<file path="src/rtl/keypad_pkg.sv">
// keypad_pkg: shared scan-state type and key-map helpers for the keypad scanner
package keypad_pkg;
  typedef enum logic [0:0] {SCAN = 1'b0, EVAL = 1'b1} scan_state_t;
  localparam int MAX_KEYS = 64;
  function automatic int key_index(input int row, input int col, input int n_cols);
    return row * n_cols + col;
  endfunction
  function automatic int popcount(input logic [MAX_KEYS-1:0] map);
    int n;
    n = 0;
    for (int i = 0; i < MAX_KEYS; i++) n += map[i] ? 1 : 0;
    return n;
  endfunction
endpackage

</file>
<file path="src/rtl/keypad_encode.sv">
// keypad_encode: single-key flag, key code and key count of a debounced key map
module keypad_encode
  import keypad_pkg::*;
#(
  parameter int N_KEYS = 16,
  parameter int KW = 4,
  parameter int CW = 5
) (
  input  logic [N_KEYS-1:0] map_i,
  output logic              onehot_o,
  output logic [KW-1:0]     code_o,
  output logic [CW-1:0]     count_o
);
  // lowest pressed index; only meaningful when exactly one key is down
  always_comb begin
    code_o = '0;
    for (int i = N_KEYS - 1; i >= 0; i--) if (map_i[i]) code_o = KW'(i);
  end
  assign count_o = CW'(popcount(MAX_KEYS'(map_i)));
  assign onehot_o = count_o == CW'(1);
endmodule

</file>
<file path="src/rtl/keypad_scan_debounce.sv">
// keypad_scan_debounce: column-scanning keypad front end with full-map debounce and key events
// Optional auto-repeat of a held single key: define KEYPAD_REPEAT_EN.
module keypad_scan_debounce
  import keypad_pkg::*;
#(
  parameter int N_ROWS = 4,
  parameter int N_COLS = 4,
  parameter int SCAN_TICKS = 1000,
  parameter int DEBOUNCE_SCANS = 4,
  parameter int REPEAT_SCANS = 50,
  localparam int NK = N_ROWS * N_COLS,
  localparam int KW = (NK > 1) ? $clog2(NK) : 1
) (
  input  logic              clk,
  input  logic              rst,
  input  logic [N_ROWS-1:0] row_in,
  output logic [N_COLS-1:0] col_out,
  output logic [KW-1:0]     key_code,
  output logic              key_valid,
  output logic              key_held,
  output logic              multi_key
);
  localparam int TW = $clog2(SCAN_TICKS);
  localparam int SW = $clog2(DEBOUNCE_SCANS + 1);
  localparam int CW = $clog2(NK + 1);
  localparam int CLW = (N_COLS > 1) ? $clog2(N_COLS) : 1;
  localparam logic [TW-1:0] TICK_LAST = TW'(SCAN_TICKS - 1);
  localparam logic [CLW-1:0] COL_LAST = CLW'(N_COLS - 1);
  localparam logic [SW-1:0] CNT_FULL = SW'(DEBOUNCE_SCANS);

  if (SCAN_TICKS < 4 || DEBOUNCE_SCANS < 1 || REPEAT_SCANS < 1) begin : g_bad_param
    $error("keypad_scan_debounce: invalid timing parameters");
  end

  logic [N_ROWS-1:0] sync1_q, sync2_q;
  scan_state_t       state_q, state_d;
  logic [CLW-1:0]    col_q, col_d;
  logic [TW-1:0]     tick_q, tick_d;
  logic [NK-1:0]     raw_q, raw_d, prev_q, prev_d, stable_q, stable_d;
  logic [SW-1:0]     cnt_q, cnt_d;
  logic [N_COLS-1:0] col_out_q, col_out_d;
  logic              upd_q, upd_d;
  logic [KW-1:0]     key_code_q;
  logic              key_valid_q, key_held_q, multi_q;
  logic              enc_onehot, evt, rep_fire_q;
  logic [KW-1:0]     enc_code;
  logic [CW-1:0]     enc_count;

  keypad_encode #(.N_KEYS(NK), .KW(KW), .CW(CW)) u_enc (
    .map_i(stable_q),
    .onehot_o(enc_onehot),
    .code_o(enc_code),
    .count_o(enc_count)
  );

  // column sequencing, raw capture at the end of each column and full-map debounce
  always_comb begin
    state_d = state_q;
    col_d = col_q;
    tick_d = tick_q;
    raw_d = raw_q;
    prev_d = prev_q;
    cnt_d = cnt_q;
    stable_d = stable_q;
    if (state_q == SCAN) begin
      tick_d = tick_q + TW'(1);
      if (tick_q == TICK_LAST) begin
        for (int r = 0; r < N_ROWS; r++) raw_d[key_index(r, int'(col_q), N_COLS)] = ~sync2_q[r];
        tick_d = '0;
        state_d = (col_q == COL_LAST) ? EVAL : SCAN;
        col_d = (col_q == COL_LAST) ? col_q : col_q + CLW'(1);
      end
    end else begin
      prev_d = raw_q;
      cnt_d = (raw_q != prev_q) ? SW'(1) : (cnt_q == CNT_FULL) ? cnt_q : cnt_q + SW'(1);
      stable_d = (cnt_d == CNT_FULL) ? prev_d : stable_q;
      state_d = SCAN;
      col_d = '0;
    end
    col_out_d = (state_d == SCAN) ? ~(N_COLS'(1) << col_d) : '1;
    upd_d = (state_q == EVAL) && (stable_d != stable_q);
  end

  // synchronizer, scan state and debounce registers
  always_ff @(posedge clk or posedge rst) begin
    if (rst) begin
      sync1_q <= '1;
      sync2_q <= '1;
      state_q <= SCAN;
      col_q <= '0;
      tick_q <= '0;
      raw_q <= '0;
      prev_q <= '0;
      stable_q <= '0;
      cnt_q <= '0;
      col_out_q <= '1;
      upd_q <= 1'b0;
    end else begin
      sync1_q <= row_in;
      sync2_q <= sync1_q;
      state_q <= state_d;
      col_q <= col_d;
      tick_q <= tick_d;
      raw_q <= raw_d;
      prev_q <= prev_d;
      stable_q <= stable_d;
      cnt_q <= cnt_d;
      col_out_q <= col_out_d;
      upd_q <= upd_d;
    end
  end

  // a fresh single key counts only if the previous map was empty or single; multi_q still holds the old map
  assign evt = upd_q && enc_onehot && !multi_q;

`ifdef KEYPAD_REPEAT_EN
  localparam int RW = $clog2(REPEAT_SCANS + 1);
  logic [RW-1:0] rep_q;
  logic          armed_q;
  // auto-repeat counts evaluations while an accepted single key stays stable
  always_ff @(posedge clk or posedge rst) begin
    if (rst) begin
      rep_q <= '0;
      rep_fire_q <= 1'b0;
      armed_q <= 1'b0;
    end else begin
      rep_fire_q <= 1'b0;
      if (upd_d) begin
        rep_q <= '0;
        armed_q <= 1'b0;
      end else if (evt) begin
        armed_q <= 1'b1;
      end else if (state_q == EVAL && armed_q) begin
        rep_fire_q <= rep_q == RW'(REPEAT_SCANS - 1);
        rep_q <= (rep_q == RW'(REPEAT_SCANS - 1)) ? '0 : rep_q + RW'(1);
      end
    end
  end
`else
  assign rep_fire_q = 1'b0;
`endif

  // event and flag registers follow the stable map one cycle later
  always_ff @(posedge clk or posedge rst) begin
    if (rst) begin
      key_code_q <= '0;
      key_valid_q <= 1'b0;
      key_held_q <= 1'b0;
      multi_q <= 1'b0;
    end else begin
      key_code_q <= evt ? enc_code : key_code_q;
      key_valid_q <= evt || rep_fire_q;
      key_held_q <= enc_count != '0;
      multi_q <= enc_count > CW'(1);
    end
  end

  assign col_out = col_out_q;
  assign key_code = key_code_q;
  assign key_valid = key_valid_q;
  assign key_held = key_held_q;
  assign multi_key = multi_q;
endmodule

</file>
<file path="config.mk">
export PLATFORM = sky130hd
export DESIGN_NAME = keypad_scan_debounce
export DESIGN_NICKNAME = d
export VERILOG_FILES = /design/src/rtl/keypad_pkg.sv /design/src/rtl/keypad_encode.sv /design/src/rtl/keypad_scan_debounce.sv
export SDC_FILE = /design/constraint.sdc
export NUM_CORES = 1
export LEC_CHECK = 0
export CAP_MARGIN = 30
export CORE_MARGIN = 2
export CORE_UTILIZATION = 60
export DETAILED_ROUTE_END_ITERATION = 7
export GPL_TIMING_DRIVEN = 0
export PLACE_DENSITY = 0.9
export SLEW_MARGIN = 5
export SYNTH_ARGS = -nofsm -noshare
export SYNTH_HDL_FRONTEND = slang
export SYNTH_HIERARCHICAL = 1
export SYNTH_SLANG_ARGS = --single-unit
</file>
<file path="constraint.sdc">
create_clock -name clk -period 6.14 [get_ports clk]
set_input_delay 1.842 -clock clk [delete_from_list [all_inputs] [get_ports clk]]
set_output_delay 1.842 -clock clk [all_outputs]
set_load 0.01 [all_outputs]
</file>
Word-level counts from Yosys, hierarchy flattened
Index checks and enable logic that the tools add are counted.

Add/subtract/negate cells: 21. Magnitude comparators: 9. Equality and inequality tests: 7. Shifts and indexed selects: 1. Mux-type cells: 56. Bitwise operators: 6. Reductions and logical operators: 10.

Operators with widths (number): $add A5 B5 Y5 (15); $mux W4 (17); $bwmux W16 (4); $mux W16 (2); $ne A16 B16 Y1 (2); $mux W1 (23); $demux W1 S4 (3); $add A10 B1 Y10 const B (1); $add A4 B2 Y5 const A (2); $eq A10 B10 Y1 const B (1); $ge A5 B1 Y1 const B (2); $lt A5 B5 Y1 const B (2); $mux W10 (1); $logic_and A1 B1 Y1 (7); $eq A3 B3 Y1 const B (2); $mux W2 (3); $mux W3 (2); $eq A5 B1 Y1 const B (1); $gt A5 B1 Y1 const B (1); $lt A2 B5 Y1 const B (1); $lt A4 B5 Y1 const B (1); $not A1 Y1 (5); $reduce_bool A5 Y1 (1); $add A3 B2 Y4 const A (1); 10 further kinds (10).

Bits in registers: 84. Bits of input ports: 6. Output and inout bits: 11. Logic and storage cells: 125.

Longest topological paths before layout
Gate-level depths: netlist of the first run.

Word-level depth: 19. Mapped depth: 16. Depth with buffers taken out: 16.

Cells and area by module
The synthesis of the first run kept the hierarchy.

Modules (own cells, without submodules): keypad_scan_debounce (times used 1, cells an instance 283, area an instance 3617.2 sq um, seq. area each 2117.0 sq um); keypad_encode (times used 1, cells an instance 68, area an instance 540.5 sq um, seq. area each 0.0 sq um).

Worst setup path before layout of the first run
OpenSTA, ideal clock, no wires.

Kind: flip-flop to flip-flop. Start: reg stable_q[0]. End: reg key_code_q[0] (netlist: key_code[0]). Setup time: 0.125 ns. Arrival: 4.385 ns. Required time: 6.015 ns. Path slack: 1.631 ns. Stages on the path, launching flop included: 15. Buffers on the path: 0. Period minus slack after synthesis: 4.509 ns. Cells stage by stage: dfrtp_1 > ha_1 > inv_1 > fa_1 > fa_1 > fa_1 > fa_1 > inv_1 > fa_1 > fa_1 > a21oi_1 > nor2b_1 > nor4_2 > nand3b_1 > mux2_2.

Cells in the longest elaborated chain, start to end: 19. Elaborated cells on any way between the ends: 20. Those cells by class: add/sub: 15; eq/ne: 1; mux: 2; reduce/logical: 2.

Ends and longest elaborated chain: start: declaration (line keypad_scan_debounce.sv:39) `logic [NK-1:0] raw_q, raw_d, prev_q, prev_d, stable_q, stable_d;`; start signal: assignment (line keypad_scan_debounce.sv:106) `stable_q <= stable_d;`; $mux W1 (line keypad_pkg.sv:11) `for (int i = 0; i < MAX_KEYS; i++) n += map[i] ? 1 : 0;`; $add A5 B5 Y5 (15 in a row) (line keypad_pkg.sv:11); via enc_count[4] (line keypad_scan_debounce.sv:47) `logic [CW-1:0] enc_count;`; $eq A5 B1 Y1 (line keypad_encode.sv:20) `assign onehot_o = count_o == CW'(1);`; via enc_onehot (line keypad_scan_debounce.sv:45) `logic enc_onehot, evt, rep_fire_q;`; $logic_and A1 B1 Y1 (2 in a row) (line keypad_scan_debounce.sv:114) `assign evt = upd_q && enc_onehot && !multi_q;`; end signal: assignment (line keypad_scan_debounce.sv:151) `key_code_q <= evt ? enc_code : key_code_q;`; end: declaration (line keypad_scan_debounce.sv:43) `logic [KW-1:0] key_code_q;`.

The timed path passes the listed nets, and every way through them passes these cells. A chain may end at the register's enable or synchronous reset.

Worst setup path in the final report of the first run
Start: reg stable_q[0]. End: reg key_code_q[2] (netlist: key_code[2]).

Same word-level chain as after synthesis.

==> summary.txt, run 1 <==
Routing
  – TritonRoute pass-1 iters: 4
  – Met1 Routed Length: 3240 µm
  – Post-route antenna net violation count: 0
  – DRC violations left: 0
  – Drt wl/cell: 16.8 µm
  – Routed vias/inst: 5.82
  – 1st-iter DRT viols: 88
  – Top Layer Used: met4
  – Final wirelength: 7810 µm
  – Met2 Wirelength: 4100 µm
  – Vias: 2701
  – Total length of routed met3 wires: 232 µm

Worst setup path
  – Reg2reg start: stable_q[0]$_DFF_PP0_
  – RR Endpoint: key_code[2]$_DFFE_PP0P_
  – Worst EP arrival: 5050 ps
  – Worst reg-to-reg setup slack: 1340 ps
  – R2R cell count: 14
  – Crit path kind: reg2reg
  – Startpoint types: register
  – CP endpoint kind: register
  – Req. time, crit path: 6390 ps
  – CP Max Fanout: 6

Worst hold path
  – Worst hold path type: reg2reg
  – Hold path startpoint: sync1_q[0]$_DFF_PP1_
  – Hold endpoint: sync2_q[0]$_DFF_PP1_
  – Hold Path Depth: 0

Timing
  – Clk_skew: 6.48 ps
  – Peak Freq: 208 MHz
  – Setup_tns: 0 ps
  – Slew Limit Fails: 0
  – Final critical-path required period: 4800 ps
  – Final hold slack: 355 ps
  – RSZ-0062 raised after global routing: false
  – Setup violations, final: 0
  – Slew HR: 0.574
  – Final hold vios: 0
  – Fin crit share: 0.782
  – Worst Tran Pin Value: 639 ps

Yosys
  – YS warnings: 6
  – Asr flop ratio synth: 1.00
  – Post-synth EDFFs: 0
  – Synth Flop Type: dfrtp_1
  – Synth area leaders: dfrtp_1 (43%), xnor2_1 (8.4%), dfstp_2 (7.6%)
  – Yosys cell types: 46
  – Mean Syn Cell Area: 11.8 µm²
  – Post-Syn Nets: 375
  – Top cell type's share of synthesized area: 0.433
  – Syn Std Cell Area: 4160 µm²
  – Leading area contributor after synthesis: dfrtp_1
  – Seq/Total Area, Yosys: 0.509
  – Post-synthesis cell count: 351
  – Synth Register Bits: 84

CTS
  – Clk buf depth: 2
  – H-tree lvl count: 3
  – Clock latency on the worst-skew pair: 360 ps
  – Clock sink total: 84
  – CTS Hold Bufs: 0
  – Post-cts sizing count: 0
  – Root Driver: clkbuf_8
  – TritonCTS buffer count: 9
  – Post-CTS Setup Bufs: 0
  – CTS tree: done
  – Clock transition at path regs: 80 ps

Final layout
  – Nets@finish: 403
  – Most common cell after layout, fill and taps aside: dfrtp_1
  – Ant. Diodes: 0
  – Filler Cell Count: 453
  – Layout area overhead: 12.9%
  – Share of layout cells above drive strength 1: 0.201
  – Most frequent cells in the layout: dfrtp_1 (72), xnor2_1 (40), mux2_2 (26), inv_1 (26), nand2_1 (22)

GRT
  – GRT Util Overall: 0.229
  – Total gr overflow: 0
  – Vias in the first global route: 2770
  – Initial antenna violation count: 0
  – Pin count of the biggest net entering global routing: 52
  – First-pass GRT wire length: 13100 µm

Floorplan
  – Initial Utilization: 0.615
  – Die X: 87.2 µm
  – Die height: 87.2 µm
  – I/O pins: 17
  – FP Rows: 30
  – Die area: 7610 µm²
  – Placeable Area: 6760 µm²

Power and ir drop
  – Power per cell area: 223 nW/µm²
  – Total power: 1.05 mW
  – Sw frac: 0.204
  – Switching Power: 214 µW
  – Worst vdd ir: 0.244 mV
  – Sequential power share: 0.533
  – Comb power frac: 0.015
  – Pint: 835 µW
  – Leak: 2.14 nW
  – Clock group share of total power: 0.452

Placed design
  – Post-DP HPWL: 5400 µm
  – GP Congestion: 0.816
  – Port Buf Inserts: 16

Status
  – Status: finished clean

Flow run
  – Maxcap violations: 0
==> flip-flops by register name, indices dropped and copies added, names as in the netlist, 2 cells and up <==
signal / cells
col_q: 2
prev_q: 16
cnt_q: 3
sync2_q: 4
col_out: 4
tick_q: 10
stable_q: 16
key_code: 4
sync1_q: 4
raw_q: 16
==> power by group through the flow <==
stage                     Sequential [mW]  Clock (mW)  Combinational [mW]
after global placement              0.570           0              0.0136
after global routing                0.560       0.508              0.0182
after floorplan                     0.569           0             0.00802
after detailed placement            0.570           0              0.0165
final                               0.559       0.474              0.0156
after CTS                           0.559       0.484              0.0163
==> worst max-delay path by stage <==
stage	start	to	slack, ps
after CTS	stable_q[0]$_DFF_PP0_	key_code[2]$_DFFE_PP0P_	1290
after global routing	stable_q[0]$_DFF_PP0_	key_code[1]$_DFFE_PP0P_	1100
final	stable_q[0]$_DFF_PP0_	key_code[2]$_DFFE_PP0P_	1340
after floorplan	stable_q[0]$_DFF_PP0_	key_code[0]$_DFFE_PP0P_	1630
after global placement	rst	key_valid$_DFF_PP0_	1010
after detailed placement	stable_q[0]$_DFF_PP0_	key_code[2]$_DFFE_PP0P_	1310
==> stage by stage <==
step | worst slack (ps) | instance area [µm²] | util | cells
finish | 1340 | 4690 | 0.695 | 464
global route | 1100 | 4690 | 0.695 | 464
CTS | 1290 | 4690 | 0.695 | 464
detailed placement | 1310 | 4450 | 0.658 | 448
global placement | 1010 | 4420 | 0.654 | 447
floorplan | 1630 | 4160 | - | 351
==> worst max-delay path, cell delays in order, from the launching register on <==
cell	delay, ps
dfrtp_1	460
ha_1	320
inv_1	70
fa_1	440
fa_1	550
fa_1	440
fa_1	490
inv_1	50
fa_1	410
fa_1	420
a21oi_1	160
nor2b_1	70
nor4_2	260
nand3b_1	230
mux2_2	330
==> layer usage <==
layer,track usage,vias up
met4,0.0993,0
met5,0,-
met2,0.390,59
li1,-,1252
met1,0.274,1372
met3,0.0588,18
==> cell type report <==
| cell class | count | area, µm² | share of cell area |
|---|---|---|---|
| sequential | 84 | 2120 | 0.451 |
| tap | 80 | 100 | 0.0213 |
| clock inverter | 7 | 123 | 0.0261 |
| buffer | 7 | 36.3 | 0.00773 |
| inverter | 27 | 104 | 0.0221 |
| clock buffer | 9 | 124 | 0.0264 |
| timing repair buffer | 17 | 188 | 0.0400 |
| multi-input combinational | 233 | 1900 | 0.405 |
==> Yosys cell counts (all sizes together) (3+ instances only) <==
| library cell | instances |
|---|---|
| o21ai | 17 |
| a21oi | 14 |
| or3 | 3 |
| xnor2 | 40 |
| nand3b | 3 |
| and3 | 6 |
| nor4 | 7 |
| fa | 10 |
| nand2 | 22 |
| mux2 | 36 |
| ha | 8 |
| nor3 | 8 |
| dfrtp | 72 |
| nand4 | 9 |
| buf | 6 |
| dfstp | 12 |
| inv | 27 |
| a21o | 3 |
| nor2 | 21 |
| nand3 | 4 |
==> cells by family after synthesis <==
| logic type | count (synthesis) | share of synthesized area |
|---|---|---|
| AO/OA/AOI/OAI | 43 | 0.0608 |
| XOR/XNOR | 42 | 0.0885 |
| adder cells (fa/ha/maj) | 18 | 0.0722 |
| buffers and inverters | 34 | 0.0331 |
| flip-flops | 84 | 0.509 |
| multiplexers | 38 | 0.111 |
| AND/OR/NAND/NOR | 92 | 0.125 |
Power figures use the tool's default switching activity.
==> run 2: changes to the inputs <==
--- a/config.mk
+++ b/config.mk
@@ -7,10 +7,10 @@
 export LEC_CHECK = 0
 export CAP_MARGIN = 30
 export CORE_MARGIN = 2
-export CORE_UTILIZATION = 60
+export CORE_UTILIZATION = 55
 export DETAILED_ROUTE_END_ITERATION = 7
 export GPL_TIMING_DRIVEN = 0
-export PLACE_DENSITY = 0.9
+export PLACE_DENSITY = 0.87
 export SLEW_MARGIN = 5
 export SYNTH_ARGS = -nofsm -noshare
 export SYNTH_HDL_FRONTEND = slang
==> constraint.sdc (replaced) <==
create_clock -name clk -period 3.9 [get_ports clk]
set_input_delay 1.17 -clock clk [delete_from_list [all_inputs] [get_ports clk]]
set_output_delay 1.17 -clock clk [all_outputs]
set_load 0.01 [all_outputs]
==> run 2 against run 1 <==
Against the previous run: the run now ends with setup timing left; core utilization fell by 4.6 points; final cell count rose by 4.7%; power rose by 44%; wire length fell by 1.5%; cell area rose by 0.83%; critical endpoint is now key_code[1]$_DFFE_PP0P_; sequential power rose by 58%; die area rose by 8.7%; critical path type unchanged.
==> summary.txt, run 2 (synthesis results as in run 1) <==
Status
  – Status: finished, violations left
  – Failing checks: setup timing

Timing
  – Setup violations, final: 7 (+7)
  – Slew HR: 0.554 (-0.0201)
  – RSZ-0062 raised after global routing: true
  – Final hold vios: 0 (unchanged)
  – Slew Limit Fails: 0 (unchanged)
  – PnR worst setup slack: -681 ps (-2020 ps)
  – Fin crit share: 1.17 (+0.392)
  – Final critical-path required period: 4580 ps (-223 ps)
  – Clk_skew: 8.45 ps (+1.97 ps)
  – Peak Freq: 218 MHz (+4.9%)
  – Worst Tran Pin Value: 669 ps (+30.1 ps)

Placed design
  – Port Buf Inserts: 16 (unchanged)
  – Post-Place Cells: 467 (+4.2%)
  – GP Congestion: 0.899 (+10%)
  – Post-DP HPWL: 5470 µm (+1.4%)
  – Cell Area, Placed: 4480 µm² (+0.65%)
  – DP Worst Slack: -689 ps (-2000 ps)

Power and ir drop
  – Comb power frac: 0.016 (about the same)
  – Switching Power: 316 µW (+48%)
  – Worst vdd ir: 0.281 mV (+15%)
  – Clock group share of total power: 0.402 (-0.050)
  – Total power: 1.52 mW (+44%)
  – Power per cell area: 320 nW/µm² (+43%)
  – Sw frac: 0.208 (+0.00456)
  – Sequential power share: 0.581 (+0.048)
  – Pint: 1.20 mW (+44%)
  – Leak: 2.14 nW (-0.34%)

Floorplan
  – Initial Utilization: 0.570 (-0.0452)
  – FP Rows: 31 (+3.3%)
  – Placeable Area: 7290 µm² (+7.9%)
  – Die X: 90.9 µm (+4.2%)
  – Die height: 90.9 µm (+4.2%)
  – Die area: 8270 µm² (+8.7%)
  – I/O pins: 17 (unchanged)

Worst setup path
  – CP Max Fanout: 5 (-1)
  – RR Endpoint: key_code[1]$_DFFE_PP0P_
  – CP endpoint kind: register
  – Startpoint types: register
  – Reg2reg start: stable_q[0]$_DFF_PP0_
  – R2R cell count: 14 (unchanged)
  – Req. time, crit path: 4130 ps (-2260 ps)
  – Crit path kind: reg2reg
  – Critical Path Sink: key_code[1]$_DFFE_PP0P_
  – Worst EP arrival: 4810 ps (-240 ps)
  – Critical Path Start: stable_q[0]$_DFF_PP0_
  – Worst reg-to-reg setup slack: -680 ps (-2020 ps)

CTS
  – TritonCTS buffer count: 9 (unchanged)
  – Root Driver: clkbuf_8
  – Clk buf depth: 2 (unchanged)
  – Clock latency on the worst-skew pair: 350 ps (about the same)
  – H-tree lvl count: 3 (unchanged)
  – CTS tree: done
  – CTS Hold Bufs: 0 (unchanged)
  – Clock sink total: 84 (unchanged)
  – Clock transition at path regs: 80 ps (about the same)

Final layout
  – Layout area overhead: 13.8%
  – Final design area excluding fillers: 4730 µm² (+0.83%)
  – Largest regs: prev_q x16, raw_q x16, stable_q x16
  – Fin util: 0.649 (-0.0457)
  – Most common cell after layout, fill and taps aside: dfrtp_1
  – Final cell count without fillers: 486 (+4.7%)
  – Nets@finish: 406 (+0.74%)
  – Share of layout cells above drive strength 1: 0.222 (+0.0217)
  – Ant. Diodes: 0 (unchanged)
  – Most frequent cells in the layout: dfrtp_1 (71), xnor2_1 (40), inv_1 (25)

GRT
  – First-pass GRT wire length: 13400 µm (+2.4%)
  – GRT Util Overall: 0.205 (-0.0234)
  – Initial antenna violation count: 0 (unchanged)
  – Vias in the first global route: 2871 (+3.6%)
  – Pin count of the biggest net entering global routing: 50 (-3.8%)
  – Total gr overflow: 0 (unchanged)

Worst hold path
  – Worst hold path type: reg2reg

Routing
  – Post-route antenna net violation count: 0 (unchanged)
  – DRC violations left: 0 (unchanged)
  – Routed vias/inst: 5.57 (-4.3%)
  – Vias: 2707 (+0.22%)
  – Final wirelength: 7690 µm (-1.5%)
  – Drt wl/cell: 15.8 µm (-5.9%)
  – TritonRoute pass-1 iters: 4 (unchanged)
  – 1st-iter DRT viols: 118 (+34%)

Flow run
  – Maxcap violations: 0 (unchanged)
[run 2: cell count changes in the layout (fill, tap and decap cells not counted), sizes merged]
cell and change:
buf +3, clkbuf +3, bufinv -2, clkinv +2, inv -2, clkinvlp -1
[run 2: layout make-up]
| cell class | instances | area, µm² |
|---|---|---|
| plain buffers | 7 | 36.3 |
| well taps | 99 | 124 |
| inverters | 27 | 104 |
| fillers | 560 | 2560 |
| clock buffers | 12 | 145 |
| repair buffers | 20 | 210 |
| flip-flops and latches | 84 | 2120 |
| clock inverters | 4 | 51.3 |
| multi-input cells | 233 | 1940 |
[run 2: per-layer routing]
metal | global-route usage | share of wire
met2 | 0.348 | 0.52
met3 | 0.0473 | 0.030
met5 | 0 | 0
met4 | 0.0960 | 0.030
met1 | 0.250 | 0.42
[run 2: repair_timing]
item / 4_1_cts / 5_1_grt
buffers inserted: 3 / 0
pin swaps: 3 / 0
setup endpoints to repair: 7 / 7
resized for setup: 9 / 0
[run 2: how the worst min path moves through the flow]
stage / start / endpoint / slack (ps) / cells past startpoint
floorplan: sync1_q[0]$_DFF_PP1_ / sync2_q[0]$_DFF_PP1_ / 350 / 0
global placement: sync1_q[3]$_DFF_PP1_ / sync2_q[3]$_DFF_PP1_ / 350 / 0
detailed placement: sync1_q[3]$_DFF_PP1_ / sync2_q[3]$_DFF_PP1_ / 350 / 0
CTS: sync1_q[0]$_DFF_PP1_ / sync2_q[0]$_DFF_PP1_ / 360 / 0
global route: sync1_q[2]$_DFF_PP1_ / sync2_q[2]$_DFF_PP1_ / 360 / 0
finish: sync1_q[3]$_DFF_PP1_ / sync2_q[3]$_DFF_PP1_ / 360 / 0
[run 2: critical path, cell delays in order, from the launching register on]
cell and delay, ps:
dfrtp_2 440, ha_4 270, inv_2 40, fa_1 460
fa_1 520, fa_1 430, fa_1 490, inv_1 50
fa_2 350, fa_2 380, a21oi_2 140, nor2b_2 60
nor4_2 240, nand3b_1 240, mux2_4 360
[run 2: metrics by stage]
step	TNS [ps]	hold slack [ps]
2_1_floorplan	-2620	345
3_3_place_gp	-45320	346
3_5_place_dp	-3990	348
4_1_cts	-3810	358
5_1_grt	-5130	362
6_report	-4060	359
[run 2: power groups by stage]
| stage | sequential, mW | clock [mW] | combinational, mW |
|---|---|---|---|
| global placement | 0.897 | 0 | 0.0215 |
| detailed placement | 0.898 | 0 | 0.0263 |
| CTS | 0.881 | 0.627 | 0.0262 |
| finish | 0.881 | 0.610 | 0.0250 |
| floorplan | 0.897 | 0 | 0.0126 |
| global route | 0.881 | 0.662 | 0.0291 |
